## src/rtl/elastic_stage_reg_pkg.sv

```systemverilog
// -----------------------------------------------------------------------------
// elastic_stage_reg_pkg
// Shared constants and types for the elastic pipeline stage register.
//   LEN_REG_ADDRESS / LEN_REGISTER : default destination-address and data widths
//   CTRL_MEM_READ / CTRL_WB_EN     : default bit positions inside the ctrl vector
//   buf_op_e                       : encoding of the per-cycle buffer operation
// -----------------------------------------------------------------------------
package elastic_stage_reg_pkg;

    localparam int LEN_REG_ADDRESS = 5;
    localparam int LEN_REGISTER    = 32;

    localparam int CTRL_MEM_READ   = 0;
    localparam int CTRL_WB_EN      = 1;

    // Encoded as {push, pop} so it can be cast directly from the two strobes.
    typedef enum logic [1:0] {
        OP_IDLE = 2'b00,
        OP_POP  = 2'b01,
        OP_PUSH = 2'b10,
        OP_BOTH = 2'b11
    } buf_op_e;

endpackage

```

## src/rtl/elastic_stage_reg_if.sv

```systemverilog
// -----------------------------------------------------------------------------
// elastic_stage_reg_if
// Valid/ready bundle for the elastic stage register: upstream (in_*) and
// downstream (out_*) sides in one interface.
//   master : the surrounding pipeline (drives in_* payload and out_ready)
//   slave  : the stage register itself (drives in_ready and out_* payload)
// -----------------------------------------------------------------------------
interface elastic_stage_reg_if
    import elastic_stage_reg_pkg::*;
#(
    parameter int CTRL_W = 2,
    parameter int DEST_W = LEN_REG_ADDRESS,
    parameter int DATA_W = LEN_REGISTER
) ();

    logic              in_valid;
    logic              in_ready;
    logic [CTRL_W-1:0] in_ctrl;
    logic [DEST_W-1:0] in_dest;
    logic [DATA_W-1:0] in_data0;
    logic [DATA_W-1:0] in_data1;

    logic              out_valid;
    logic              out_ready;
    logic [CTRL_W-1:0] out_ctrl;
    logic [DEST_W-1:0] out_dest;
    logic [DATA_W-1:0] out_data0;
    logic [DATA_W-1:0] out_data1;

    modport master (
        output in_valid, in_ctrl, in_dest, in_data0, in_data1, out_ready,
        input  in_ready, out_valid, out_ctrl, out_dest, out_data0, out_data1
    );

    modport slave (
        input  in_valid, in_ctrl, in_dest, in_data0, in_data1, out_ready,
        output in_ready, out_valid, out_ctrl, out_dest, out_data0, out_data1
    );

endinterface

```

## src/rtl/elastic_stage_reg_stage_buffer_mem.sv

```systemverilog
// -----------------------------------------------------------------------------
// stage_buffer_mem
// DEPTH x WIDTH entry storage for the elastic stage register.
//   clk       : clock
//   rst       : synchronous active-low clear of every entry
//   wr_en_i   : write wr_data_i at wr_addr_i on the rising edge
//   wr_addr_i : write index
//   wr_data_i : write data
//   rd_addr_i : read index (asynchronous read)
//   rd_data_o : entry at rd_addr_i
// -----------------------------------------------------------------------------
module stage_buffer_mem #(
    parameter int DEPTH = 2,
    parameter int WIDTH = 8
) (
    input  logic                     clk,
    input  logic                     rst,
    input  logic                     wr_en_i,
    input  logic [$clog2(DEPTH)-1:0] wr_addr_i,
    input  logic [WIDTH-1:0]         wr_data_i,
    input  logic [$clog2(DEPTH)-1:0] rd_addr_i,
    output logic [WIDTH-1:0]         rd_data_o
);

    logic [WIDTH-1:0] mem_q [DEPTH];

    always_ff @(posedge clk) begin
        if (!rst) begin
            for (int i = 0; i < DEPTH; i++) begin
                mem_q[i] <= '0;
            end
        end else if (wr_en_i) begin
            mem_q[wr_addr_i] <= wr_data_i;
        end
    end

    assign rd_data_o = mem_q[rd_addr_i];

endmodule

```

## src/rtl/elastic_stage_reg.sv

```systemverilog
// -----------------------------------------------------------------------------
// elastic_stage_reg
// DEPTH-entry elastic pipeline stage register with valid/ready handshakes,
// synchronous flush and gating of the control bits on bubbles.
//   clk   : clock, all state updates on the rising edge
//   rst   : synchronous active-low reset (wins over flush)
//   flush : empties the buffer; a push or pop in the same cycle is ignored
//   bus   : upstream in_* / downstream out_* handshake and payload
//   count : current occupancy, 0..DEPTH
// -----------------------------------------------------------------------------
module elastic_stage_reg
    import elastic_stage_reg_pkg::*;
#(
    parameter int CTRL_W = 2,
    parameter int DEST_W = LEN_REG_ADDRESS,
    parameter int DATA_W = LEN_REGISTER,
    parameter int DEPTH  = 2
) (
    input  logic                   clk,
    input  logic                   rst,
    input  logic                   flush,
    elastic_stage_reg_if.slave     bus,
    output logic [$clog2(DEPTH):0] count
);

    localparam int PTR_W   = $clog2(DEPTH);
    localparam int CNT_W   = PTR_W + 1;
    localparam int ENTRY_W = CTRL_W + DEST_W + 2 * DATA_W;
    localparam logic [CNT_W-1:0] DEPTH_C = CNT_W'(DEPTH);

    logic [PTR_W-1:0] rd_ptr_q, rd_ptr_d;
    logic [PTR_W-1:0] wr_ptr_q, wr_ptr_d;
    logic [CNT_W-1:0] count_q, count_d;

    logic             push;
    logic             pop;
    buf_op_e          op;

    logic [ENTRY_W-1:0] wr_entry;
    logic [ENTRY_W-1:0] rd_entry;
    logic [CTRL_W-1:0]  rd_ctrl;
    logic [DEST_W-1:0]  rd_dest;
    logic [DATA_W-1:0]  rd_data0;
    logic [DATA_W-1:0]  rd_data1;

    // Ready depends on occupancy only: a full buffer never passes through,
    // which keeps in_ready a pure register output for the upstream stage.
    assign bus.in_ready  = (count_q < DEPTH_C);
    assign bus.out_valid = (count_q != '0);

    assign push = bus.in_valid  & bus.in_ready  & ~flush;
    assign pop  = bus.out_valid & bus.out_ready & ~flush;
    assign op   = buf_op_e'({push, pop});

    always_comb begin
        rd_ptr_d = rd_ptr_q;
        wr_ptr_d = wr_ptr_q;
        count_d  = count_q;
        if (flush) begin
            rd_ptr_d = '0;
            wr_ptr_d = '0;
            count_d  = '0;
        end else begin
            // DEPTH is a power of two, so natural overflow wraps the pointers.
            if (push) wr_ptr_d = wr_ptr_q + PTR_W'(1);
            if (pop)  rd_ptr_d = rd_ptr_q + PTR_W'(1);
            case (op)
                OP_PUSH: count_d = count_q + CNT_W'(1);
                OP_POP:  count_d = count_q - CNT_W'(1);
                default: count_d = count_q;
            endcase
        end
    end

    always_ff @(posedge clk) begin
        if (!rst) begin
            rd_ptr_q <= '0;
            wr_ptr_q <= '0;
            count_q  <= '0;
        end else begin
            rd_ptr_q <= rd_ptr_d;
            wr_ptr_q <= wr_ptr_d;
            count_q  <= count_d;
        end
    end

    assign wr_entry = {bus.in_ctrl, bus.in_dest, bus.in_data0, bus.in_data1};

    stage_buffer_mem #(
        .DEPTH (DEPTH),
        .WIDTH (ENTRY_W)
    ) u_mem (
        .clk       (clk),
        .rst       (rst),
        .wr_en_i   (push),
        .wr_addr_i (wr_ptr_q),
        .wr_data_i (wr_entry),
        .rd_addr_i (rd_ptr_q),
        .rd_data_o (rd_entry)
    );

    assign {rd_ctrl, rd_dest, rd_data0, rd_data1} = rd_entry;

    // A bubble must never look like a write-back or a load downstream.
    assign bus.out_ctrl  = rd_ctrl & {CTRL_W{bus.out_valid}};
    assign bus.out_dest  = rd_dest;
    assign bus.out_data0 = rd_data0;
    assign bus.out_data1 = rd_data1;

    assign count = count_q;

endmodule

```

## src/flat_wrapper.sv

```systemverilog
// flat-port wrapper written by rule: the top's interface ports become plain ports
module elastic_stage_reg_flat import elastic_stage_reg_pkg::*;
#(
    parameter int CTRL_W = 2,
    parameter int DEST_W = LEN_REG_ADDRESS,
    parameter int DATA_W = LEN_REGISTER,
    parameter int DEPTH  = 2
)
  (clk, rst, flush, count, bus_in_valid, bus_in_ctrl, bus_in_dest, bus_in_data0, bus_in_data1, bus_out_ready, bus_in_ready, bus_out_valid, bus_out_ctrl, bus_out_dest, bus_out_data0, bus_out_data1);
  elastic_stage_reg_if #(.CTRL_W(CTRL_W), .DEST_W(DEST_W), .DATA_W(DATA_W)) bus_i ();
  input  logic clk;
  input  logic rst;
  input  logic flush;
  output logic [$clog2(DEPTH):0] count;
  input wire logic [$bits(bus_i.in_valid)-1:0] bus_in_valid;
  input wire logic [$bits(bus_i.in_ctrl)-1:0] bus_in_ctrl;
  input wire logic [$bits(bus_i.in_dest)-1:0] bus_in_dest;
  input wire logic [$bits(bus_i.in_data0)-1:0] bus_in_data0;
  input wire logic [$bits(bus_i.in_data1)-1:0] bus_in_data1;
  input wire logic [$bits(bus_i.out_ready)-1:0] bus_out_ready;
  output wire logic [$bits(bus_i.in_ready)-1:0] bus_in_ready;
  output wire logic [$bits(bus_i.out_valid)-1:0] bus_out_valid;
  output wire logic [$bits(bus_i.out_ctrl)-1:0] bus_out_ctrl;
  output wire logic [$bits(bus_i.out_dest)-1:0] bus_out_dest;
  output wire logic [$bits(bus_i.out_data0)-1:0] bus_out_data0;
  output wire logic [$bits(bus_i.out_data1)-1:0] bus_out_data1;
  assign bus_i.in_valid = bus_in_valid;
  assign bus_i.in_ctrl = bus_in_ctrl;
  assign bus_i.in_dest = bus_in_dest;
  assign bus_i.in_data0 = bus_in_data0;
  assign bus_i.in_data1 = bus_in_data1;
  assign bus_i.out_ready = bus_out_ready;
  assign bus_in_ready = bus_i.in_ready;
  assign bus_out_valid = bus_i.out_valid;
  assign bus_out_ctrl = bus_i.out_ctrl;
  assign bus_out_dest = bus_i.out_dest;
  assign bus_out_data0 = bus_i.out_data0;
  assign bus_out_data1 = bus_i.out_data1;
  elastic_stage_reg #(.CTRL_W(CTRL_W), .DEST_W(DEST_W), .DATA_W(DATA_W), .DEPTH(DEPTH)) u_core (.clk(clk), .rst(rst), .flush(flush), .bus(bus_i), .count(count));
endmodule
```

## config.mk

```make
export PLATFORM = sky130hd
export DESIGN_NAME = elastic_stage_reg_flat
export DESIGN_NICKNAME = d
export VERILOG_FILES = /design/src/rtl/elastic_stage_reg_pkg.sv /design/src/rtl/elastic_stage_reg_if.sv /design/src/rtl/elastic_stage_reg_stage_buffer_mem.sv /design/src/rtl/elastic_stage_reg.sv /design/src/flat_wrapper.sv
export SDC_FILE = /design/constraint.sdc
export NUM_CORES = 1
export LEC_CHECK = 0
export BUFFER_PORTS_ARGS = -buffer_cell sky130_fd_sc_hd__buf_4
export CORE_AREA = 4 4 119 121
export CTS_CLUSTER_SIZE = 40
export DETAILED_ROUTE_END_ITERATION = 6
export DIE_AREA = 0 0 123 125
export GPL_TIMING_DRIVEN = 0
export MAX_ROUTING_LAYER = met4
export PLACE_DENSITY_LB_ADDON = 0.1
export SYNTH_ARGS = -nofsm -noshare
export SYNTH_HDL_FRONTEND = slang
export SYNTH_HIERARCHICAL = 1
export SYNTH_SLANG_ARGS = --single-unit
```

## constraint.sdc

```tcl
create_clock -name clk -period 7.9 [get_ports clk]
set_clock_uncertainty 0.2 [all_clocks]
set_input_delay 1.185 -clock clk [delete_from_list [all_inputs] [get_ports clk]]
set_output_delay 1.185 -clock clk [all_outputs]
set_load 0.02 [all_outputs]
```

==> flow_summary.yaml, run 1 <==
floorplan:
  floorplan.core_area_um2: 13100
  fp-row-count: 42
  initial_utilization: 0.496
  io_pins: 151
  floorplan.die.width_um: 123
  die_area_um2: 15400
  floorplan_die_height_um: 125
clocking:
  cts_resized: 0
  clk-insertion-delay-late_ps: 410
  sink_count: 146
  cts_root_buffer: "sky130_fd_sc_hd__clkbuf_16"
  cts_buffer_depth: 2
  postCtsSetupBuffers: 0
  cts_buffers: 17
  h-tree-depth: 4
  cts_tree: "built"
  clk_slew_on_worst_s_h_paths_ps: 50
  post_cts_hold_buffer_count: 0
global_route:
  grt_max_degree: 39
  global_route.overflow_total: 0
  grt_first_pass_wirelength_mm: 21.0
  initial_antenna_violation_count: 0
  first_global_vias: 4149
  global_route.usage.total: 0.188
sta:
  min_period_over_period: 0.407
  final-max-slew-violation-count: 0
  max_slew_margin: 0.542
  grt_setup_unrepaired: "no"
  max_clock_freq_mhz: 311
  finalWorstPathRequiredPeriod_ps: 3220
  timing_hold_violations_final: 0
  timing.hold.ws_ps: 330
  setup_viol_count_final: 0
  tightestPinTransition_ps: 685
place:
  place_hpwl_mm: 9.14
  place.gp.congestion: 0.780
  port_buffers: 150
finish:
  ff_latch_area_um2: 4340
  insertedDiodeCount: 0
  fin_nets: 669
  area_delta_synth_final_pct: 30.3
  final_layout_size_suffix_gt1_frac: 0.457
  num-fill-cells: 984
  multi_input_area_um2: 1850
worst_setup_path:
  r2r_setup_slack_ps: 5430
  cp_slowest_stage_delay_ps: 360
  critPathLaunch: "u_core/rd_ptr_q"
  path_max_fanout: 10
  worstPathCellList: "buf_4 -> buf_6 -> mux2_2 -> and2_1 -> buf_4"
  r2r_start: "u_core/wr_ptr_q"
  worst-r2r-cell-count: 5
  worst-endpoint-required_ps: 6510
  path_common_cell: "sky130_fd_sc_hd__buf_4"
  arrival_ps: 1830
  critical_path.endpoint_type: "output pin"
  slowest_stage: "sky130_fd_sc_hd__mux2_2"
  crit_type: "flop to output pin"
  critPathLaunchType: "flop"
yosys:
  synth_edf_count: 142
  netlist_area_um2: 6490
  synth.yosys.seq_area_share: 0.669
  async_flop_share: 0
  synthesis.yosys.warnings: 6
  proportion_of_netlist_area_held_by_the_largest_area_contributor: 0.657
  cells_taking_the_most_area_after_synthesis: "sky130_fd_sc_hd__edfxtp_1 (66%), sky130_fd_sc_hd__mux2_2 (12%), sky130_fd_sc_hd__and2_1 (7.1%)"
  synth_fp_nets: 496
  postSynthAreaPerCell_um2: 15.5
  yosys_register_bits: 146
  post-synth-top-count-cell: "sky130_fd_sc_hd__edfxtp_1"
  yosys_most_used_dff: "sky130_fd_sc_hd__edfxtp_1"
  synth.top_cells.by_count: "sky130_fd_sc_hd__edfxtp_1 (142), sky130_fd_sc_hd__and2_1 (74), sky130_fd_sc_hd__and3_1 (71), sky130_fd_sc_hd__mux2_2 (71), sky130_fd_sc_hd__buf_6 (23)"
  synth.largest_area_cell: "sky130_fd_sc_hd__edfxtp_1"
  post_synth_inst_count: 419
  synth_cell_types: 21
route:
  postRouteAntennaNets: 0
  totalWireLength_mm: 13.6
  via_per_inst: 5.02
  routed-wl-met3_um: 903
  wl_per_cell_um: 17.5
  routed-wl-met2_mm: 6.91
  maxUsedRoutingLayer: "met4"
  via_count: 3909
  drt_pre_antenna_iters: 4
  m1WireLength_mm: 5.75
  initialDrtViolationCount: 268
  remaining_drc_errors: 0
hold_path:
  hold_depth: 2
  hold_path.class: "flop to flop"
  worst_hold_startpoint: "u_core/rd_ptr_q"
flow_run:
  cap_viol_max_count: 0
pwr:
  power_w: 0.00180
  power.static_leakage_nw: 3.74
  power-per-cell-area_nw_per_um2: 213
  maximum_vdd_drop_mv: 0.148
run_status:
  status: "finished clean"
path summary, 6_finish.rpt:
| path | endpoint |
|---|---|
| worst min-delay path | u_core/rd_ptr_q |
| worst max-delay path | bus_out_ctrl[0] |
| worst min register to register | u_core/rd_ptr_q |
| worst max register to register | u_core/u_mem/mem_q[1][26] |
power by group:
part           internal [W]  leakage, nW  switching [W]  total (W)
combinational     0.0000959         1.96       0.000103   0.000199
sequential         0.000892         1.53     0.00000928   0.000901
clock              0.000419        0.246       0.000280   0.000699
routing by layer:
| metal | GRT usage | vias up |
|---|---|---|
| met2 | 0.300 | 120 |
| li1 | - | 1874 |
| met3 | 0.0614 | 10 |
| met5 | - | - |
| met4 | 0.0567 | 0 |
| met1 | 0.229 | 1905 |
registers in the layout, indices dropped and copies added (netlist names):
name,flops
u_core/count,2
u_core/rd_ptr_q,1
u_core/u_mem/mem_q,142
u_core/wr_ptr_q,1
metrics by stage:
step | cell area [µm²] | setup WS, ps | instances | utilization | setup TNS, ps
6_report | 8450 | 4680 | 778 | 0.646 | 0
3_5_place_dp | 7950 | 4570 | 749 | 0.607 | 0
2_1_floorplan | 6490 | 540 | 419 | - | 0
3_3_place_gp | 7840 | -2840 | 745 | 0.599 | -201350
5_1_grt | 8450 | 4590 | 778 | 0.646 | 0
4_1_cts | 8450 | 4640 | 778 | 0.646 | 0
layout by cell type (no fill, tap or decap):
master and instances:
sky130_fd_sc_hd__a21oi_1 1, sky130_fd_sc_hd__and2_1 74, sky130_fd_sc_hd__and3_1 71, sky130_fd_sc_hd__and3b_1 1, sky130_fd_sc_hd__buf_12 2, sky130_fd_sc_hd__buf_16 2
sky130_fd_sc_hd__buf_2 1, sky130_fd_sc_hd__buf_4 151, sky130_fd_sc_hd__buf_6 23, sky130_fd_sc_hd__bufinv_16 1, sky130_fd_sc_hd__clkbuf_1 9, sky130_fd_sc_hd__clkbuf_16 17
sky130_fd_sc_hd__clkinv_1 5, sky130_fd_sc_hd__clkinv_2 3, sky130_fd_sc_hd__clkinvlp_4 1, sky130_fd_sc_hd__dfxtp_1 4, sky130_fd_sc_hd__edfxtp_1 142, sky130_fd_sc_hd__ha_1 1
sky130_fd_sc_hd__inv_1 4, sky130_fd_sc_hd__mux2_2 71, sky130_fd_sc_hd__nand2_1 3, sky130_fd_sc_hd__nand2_4 1, sky130_fd_sc_hd__nor2_1 4, sky130_fd_sc_hd__nor2b_1 1
sky130_fd_sc_hd__o21ai_0 2, sky130_fd_sc_hd__o21ai_4 1, sky130_fd_sc_hd__or2_2 1, sky130_fd_sc_hd__or3_1 1, sky130_fd_sc_hd__xnor2_1 2, sky130_fd_sc_hd__xor2_1 2
worst max-delay path: cells and delay by family (launching register included):
family                 cells  cell delay, ps
buffers and inverters      3             560
flip-flops                 1             350
multiplexers               1             360
AND/OR/NAND/NOR            1             140
logic make-up after synthesis:
kind of cell    share of synthesized area
simple gates                        0.149
flops                               0.669
mux                                 0.123
buf+inv                            0.0482
compound gates                    0.00308
xor+xnor                          0.00540
fa+ha+maj                         0.00193
final cells by class:
| type | count | area share |
|---|---|---|
| Sequential cell | 146 | 0.514 |
| Multi-Input combinational cell | 237 | 0.219 |
| Timing Repair Buffer | 154 | 0.144 |
| Clock buffer | 19 | 0.0512 |
| Buffer | 32 | 0.0352 |
| Tap cell | 176 | 0.0261 |
| Clock inverter | 10 | 0.00844 |
| Inverter | 4 | 0.00178 |
Power figures use the tool's default switching activity.
==> run 2: changes to the inputs <==
--- a/config.mk
+++ b/config.mk
@@ -6,10 +6,10 @@
 export NUM_CORES = 1
 export LEC_CHECK = 0
 export BUFFER_PORTS_ARGS = -buffer_cell sky130_fd_sc_hd__buf_4
-export CORE_AREA = 4 4 119 121
+export CORE_AREA = 4 4 121 123
 export CTS_CLUSTER_SIZE = 40
 export DETAILED_ROUTE_END_ITERATION = 6
-export DIE_AREA = 0 0 123 125
+export DIE_AREA = 0 0 125 127
 export GPL_TIMING_DRIVEN = 0
 export MAX_ROUTING_LAYER = met4
 export PLACE_DENSITY_LB_ADDON = 0.1
==> constraint.sdc (replaced) <==
create_clock -name clk -period 2.6 [get_ports clk]
set_clock_uncertainty 0.2 [all_clocks]
set_input_delay 0.39 -clock clk [delete_from_list [all_inputs] [get_ports clk]]
set_output_delay 0.39 -clock clk [all_outputs]
set_load 0.02 [all_outputs]
==> flow_summary.yaml, run 2 (synthesis results as in run 1) <==
clocking:
  clk_slew_on_worst_s_h_paths_ps: 60
  sink_count: 146
  postCtsSetupBuffers: 0
  cts_buffers: 17
  clk-insertion-delay-late_ps: 410
  cts_root_buffer: "sky130_fd_sc_hd__clkbuf_16"
  h-tree-depth: 4
  cts_buffer_depth: 2
  cts_tree: "built"
finish:
  registers.top_by_ff_count: "u_core/u_mem/mem_q"
  max_ffs_per_register: 142
  area_delta_synth_final_pct: 30.4
  insertedDiodeCount: 0
  final_common_cell: "sky130_fd_sc_hd__buf_4"
  final_layout_size_suffix_gt1_frac: 0.461
  final_cell_mix: "sky130_fd_sc_hd__buf_4 (151), sky130_fd_sc_hd__edfxtp_1 (142), sky130_fd_sc_hd__and2_1 (74)"
  fin_nets: 668
  stdcell_area_um2: 8460
global_route:
  grt_first_pass_wirelength_mm: 21.6
  global_route.overflow_total: 0
  first_global_vias: 4255
  grt_max_degree: 53
  initial_antenna_violation_count: 0
  global_route.usage.total: 0.182
pwr:
  maximum_vdd_drop_mv: 0.368
  switching_power_w: 0.00118
  internal-power_w: 0.00438
  power.sequential.fraction: 0.493
  net_switching_share_of_the_total_power: 0.212
  power-per-cell-area_nw_per_um2: 656
  clock_power_share: 0.400
  power.static_leakage_nw: 3.74
  comb_power_share: 0.107
route:
  via_per_inst: 5.11
  wl_per_cell_um: 17.5
  drt_pre_antenna_iters: 4
  initialDrtViolationCount: 184
  postRouteAntennaNets: 0
  via_count: 3992
  totalWireLength_mm: 13.7
  remaining_drc_errors: 0
place:
  placedInstanceArea_um2: 7930
  place_hpwl_mm: 9.11
  port_buffers: 150
  place.gp.congestion: 0.741
worst_setup_path:
  critical_path.endpoint_type: "output pin"
  critPathLaunch: "u_core/rd_ptr_q"
  worst-endpoint-required_ps: 2010
  r2r_start: "u_core/count[1]"
  arrival_ps: 1840
  crit_type: "flop to output pin"
  path_max_fanout: 10
  critPathLaunchType: "flop"
floorplan:
  die_area_um2: 15900
  initial_utilization: 0.475
  fp-row-count: 43
  floorplan.core_area_um2: 13700
  io_pins: 151
  floorplan.die.width_um: 125
  floorplan_die_height_um: 127
sta:
  finalWorstPathRequiredPeriod_ps: 2430
  grt_setup_unrepaired: "no"
  min_period_over_period: 0.936
  timing_hold_violations_final: 0
  final.setup.tns_ps: 0
  setup_viol_count_final: 0
  max_clock_freq_mhz: 411
  final-max-slew-violation-count: 0
  max_slew_margin: 0.553
  tightestPinTransition_ps: 671
run_status:
  status: "finished clean"
flow_run:
  cap_viol_max_count: 0
hold_path:
  hold_path.class: "primary input to flop"
  worst_hold_startpoint: "bus_in_data1[1]"
run 2: changes by cell type in the layout (fill, tap and decap cells not counted), sizes merged:
cell,delta
clkinv,-3
buf,-1
bufinv,+1
clkbuf,+1
o21ai,+1
run 2: final timing paths:
| kind | slack [ps] | cells after the start | end |
|---|---|---|---|
| min reg2reg | 330 | 2 | u_core/count[1] |
| max | 170 | 5 | bus_out_ctrl[1] |
| max reg2reg | 320 | 7 | u_core/u_mem/mem_q[0][36] |
| min | 60 | 2 | u_core/u_mem/mem_q[0][1] |
run 2: layout make-up:
class	count	area, µm²
fill	1086	5200
sequential	146	4350
multi-input combinational	238	1860
timing repair buffer	153	1190
clock buffer	21	440
buffer	31	294
tap	180	225
clock inverter	8	90.1
inverter	4	15.0
run 2: per-layer routing:
layer,GRT usage,part of all wire,wire (µm)
met3,0.0452,0.053,723
met5,-,0,0
met2,0.314,0.52,7160
met4,0.0689,0.019,256
met1,0.206,0.40,5520
run 2: timing repair:
| item | CTS | global route |
|---|---|---|
| hold buffers | 0 | 0 |
| gates resized for setup | 0 | 0 |
| setup endpoints to repair | 27 | 7 |
| cloned | 1 | 0 |
| pin swaps | 1 | 0 |
run 2: per-stage QoR:
stage / std cells / setup WS (ps) / util / hold WS, ps / power, W
3_3_place_gp: 749 / -836 / 0.575 / 303 / 0.00337
3_5_place_dp: 752 / -79.3 / 0.580 / 314 / 0.00339
5_1_grt: 781 / 112 / 0.619 / 47.7 / 0.00575
2_1_floorplan: 419 / 16.3 / - / 280 / 0.00309
6_report: 781 / 165 / 0.619 / 57.7 / 0.00555
4_1_cts: 782 / 128 / 0.620 / 35.7 / 0.00562
run 2: critical path, cell delays in order (launching register included):
cell	delay [ps]
sky130_fd_sc_hd__dfxtp_1	360
sky130_fd_sc_hd__buf_4	230
sky130_fd_sc_hd__buf_6	190
sky130_fd_sc_hd__mux2_2	360
sky130_fd_sc_hd__and2_1	140
sky130_fd_sc_hd__buf_4	150
run 2: power by group through the flow:
stage	clock network (W)	logic [W]	registers, W
final	0.00222	0.000596	0.00274
after global routing	0.00236	0.000642	0.00275
after CTS	0.00227	0.000608	0.00274
after detailed placement	0	0.000603	0.00279
after global placement	0	0.000581	0.00279
after floorplan	0	0.000307	0.00278
==> run 3: changes to the inputs <==
--- a/config.mk
+++ b/config.mk
@@ -6,13 +6,13 @@
 export NUM_CORES = 1
 export LEC_CHECK = 0
 export BUFFER_PORTS_ARGS = -buffer_cell sky130_fd_sc_hd__buf_4
-export CORE_AREA = 4 4 121 123
+export CORE_AREA = 4 4 115 128
 export CTS_CLUSTER_SIZE = 40
 export DETAILED_ROUTE_END_ITERATION = 6
-export DIE_AREA = 0 0 125 127
+export DIE_AREA = 0 0 119 132
 export GPL_TIMING_DRIVEN = 0
 export MAX_ROUTING_LAYER = met4
-export PLACE_DENSITY_LB_ADDON = 0.1
+export PLACE_DENSITY_LB_ADDON = 0.3
 export SYNTH_ARGS = -nofsm -noshare
 export SYNTH_HDL_FRONTEND = slang
 export SYNTH_HIERARCHICAL = 1
==> flow_summary.yaml, run 3 (synthesis results as in run 1) <==
run_status:
  status: "finished clean"
worst_setup_path:
  worstPathCellList: "buf_2 -> clkbuf_1 -> o21ai_4 -> buf_12"
  critical_path.endpoint_type: "flop"
  path_max_fanout: 25
  r2r_setup_slack_ps: 120
  r2r_start: "u_core/wr_ptr_q"
  worst-endpoint-required_ps: 2510
  timing.critical_path.buf_inv: 3
  critical_path.top_delay_family: "compound AO/OA/AOI/OAI gates"
  cp_slowest_stage_delay_ps: 850
  rr_endpoint: "u_core/u_mem/mem_q[0][40]"
  crit_type: "flop to flop"
  worst-r2r-cell-count: 4
  slowest_stage: "sky130_fd_sc_hd__o21ai_4"
  critPathLaunchType: "flop"
  arrival_ps: 2390
route:
  wl_per_cell_um: 17.7
  remaining_drc_errors: 0
  via_per_inst: 4.98
  totalWireLength_mm: 14.0
  drt_pre_antenna_iters: 4
  postRouteAntennaNets: 0
  initialDrtViolationCount: 188
  via_count: 3946
floorplan:
  die_area_um2: 15700
  floorplan_die_height_um: 132
  floorplan.core_area_um2: 13600
  io_pins: 151
  initial_utilization: 0.478
  floorplan.die.width_um: 119
  fp-row-count: 45
global_route:
  global_route.usage.total: 0.189
  grt_max_degree: 38
  first_global_vias: 4378
  initial_antenna_violation_count: 0
  grt_first_pass_wirelength_mm: 22.5
  global_route.overflow_total: 0
sta:
  grt_setup_unrepaired: "no"
  max_clock_freq_mhz: 403
  setup_viol_count_final: 0
  tightestPinTransition_ps: 990
  min_period_over_period: 0.955
  final-max-slew-violation-count: 0
  final.setup.tns_ps: 0
  finalWorstPathRequiredPeriod_ps: 2480
  max_slew_margin: 0.337
  timing.hold.ws_ps: 59.5
  timing_hold_violations_final: 0
place:
  place_hpwl_mm: 9.30
  place.gp.congestion: 0.767
  port_buffers: 150
  dp.cells: 760
  placedInstanceArea_um2: 7940
clocking:
  clk-insertion-delay-late_ps: 410
  clk_slew_on_worst_s_h_paths_ps: 60
  cts_buffer_depth: 2
  cts_root_buffer: "sky130_fd_sc_hd__clkbuf_16"
  cts_tree: "built"
  sink_count: 146
  h-tree-depth: 4
  cts_buffers: 17
  postCtsSetupBuffers: 0
pwr:
  maximum_vdd_drop_mv: 0.318
  power.static_leakage_nw: 3.78
  internal-power_w: 0.00461
  comb_power_share: 0.102
  power-per-cell-area_nw_per_um2: 687
  power.sequential.fraction: 0.466
  net_switching_share_of_the_total_power: 0.217
  clock_power_share: 0.432
  switching_power_w: 0.00127
finish:
  final_cell_mix: "sky130_fd_sc_hd__buf_4 (151), sky130_fd_sc_hd__edfxtp_1 (142), sky130_fd_sc_hd__and2_1 (74)"
  insertedDiodeCount: 0
  final_layout_size_suffix_gt1_frac: 0.465
  max_ffs_per_register: 142
  final_common_cell: "sky130_fd_sc_hd__buf_4"
  stdcell_area_um2: 8560
  registers.top_by_ff_count: "u_core/u_mem/mem_q"
  area_delta_synth_final_pct: 32.0
  layoutNonFillerInstCount: 792
  fin_nets: 668
  postLayoutCoreUtil: 0.631
hold_path:
  hold_path.class: "primary input to flop"
  hold_depth: 2
  hold-path-endpoint: "u_core/u_mem/mem_q[0][58]"
  worst_hold_startpoint: "bus_in_data0[26]"
flow_run:
  cap_viol_max_count: 0
==> run 3: timing repair <==
item / CTS / global route
endpoints found under the hold margin: 0 / 0
endpoints found under the setup margin: 0 / 37
gates resized for setup: 0 / 1
hold buffers: 0 / 0
==> run 3: worst max-delay path by stage <==
stage,from,end,cells after the start
floorplan,bus_in_valid,u_core/u_mem/mem_q[0][0],5
global placement,bus_in_valid,u_core/u_mem/mem_q[0][30],6
detailed placement,bus_in_valid,u_core/u_mem/mem_q[0][39],7
CTS,u_core/wr_ptr_q,u_core/u_mem/mem_q[1][42],5
global route,u_core/count[1],u_core/u_mem/mem_q[0][30],6
finish,u_core/wr_ptr_q,u_core/u_mem/mem_q[0][40],4
==> run 3: routing by layer <==
layer,vias up,routed length (µm),global-route usage
li1,1888,-,-
met1,1958,5860,0.218
met2,86,7430,0.329
met3,14,499,0.0391
met4,0,208,0.0592
met5,-,0,-
==> run 3: cell type report <==
type                            instances  area [µm²]
Buffer                                 32         298
Tap cell                              188         235
Sequential cell                       146        4350
Clock inverter                         12         179
Timing Repair Buffer                  153        1190
Inverter                                4        15.0
Fill cell                            1039        5010
Multi-Input combinational cell        237        1860
Clock buffer                           20         437
==> run 3: per-stage QoR <==
| stage | worst slack (ps) | power (W) |
|---|---|---|
| detailed placement | 58.8 | 0.00339 |
| finish | 116 | 0.00588 |
| global placement | -742 | 0.00336 |
| floorplan | 16.3 | 0.00309 |
| global route | 7.97 | 0.00608 |
| CTS | 40.0 | 0.00594 |
==> run 3: power by group through the flow <==
stage | clock network (W) | logic [W] | registers, W
after global placement | 0 | 0.000579 | 0.00279
after floorplan | 0 | 0.000307 | 0.00278
after detailed placement | 0 | 0.000603 | 0.00279
after global routing | 0.00268 | 0.000642 | 0.00275
after CTS | 0.00259 | 0.000608 | 0.00274
final | 0.00254 | 0.000599 | 0.00274
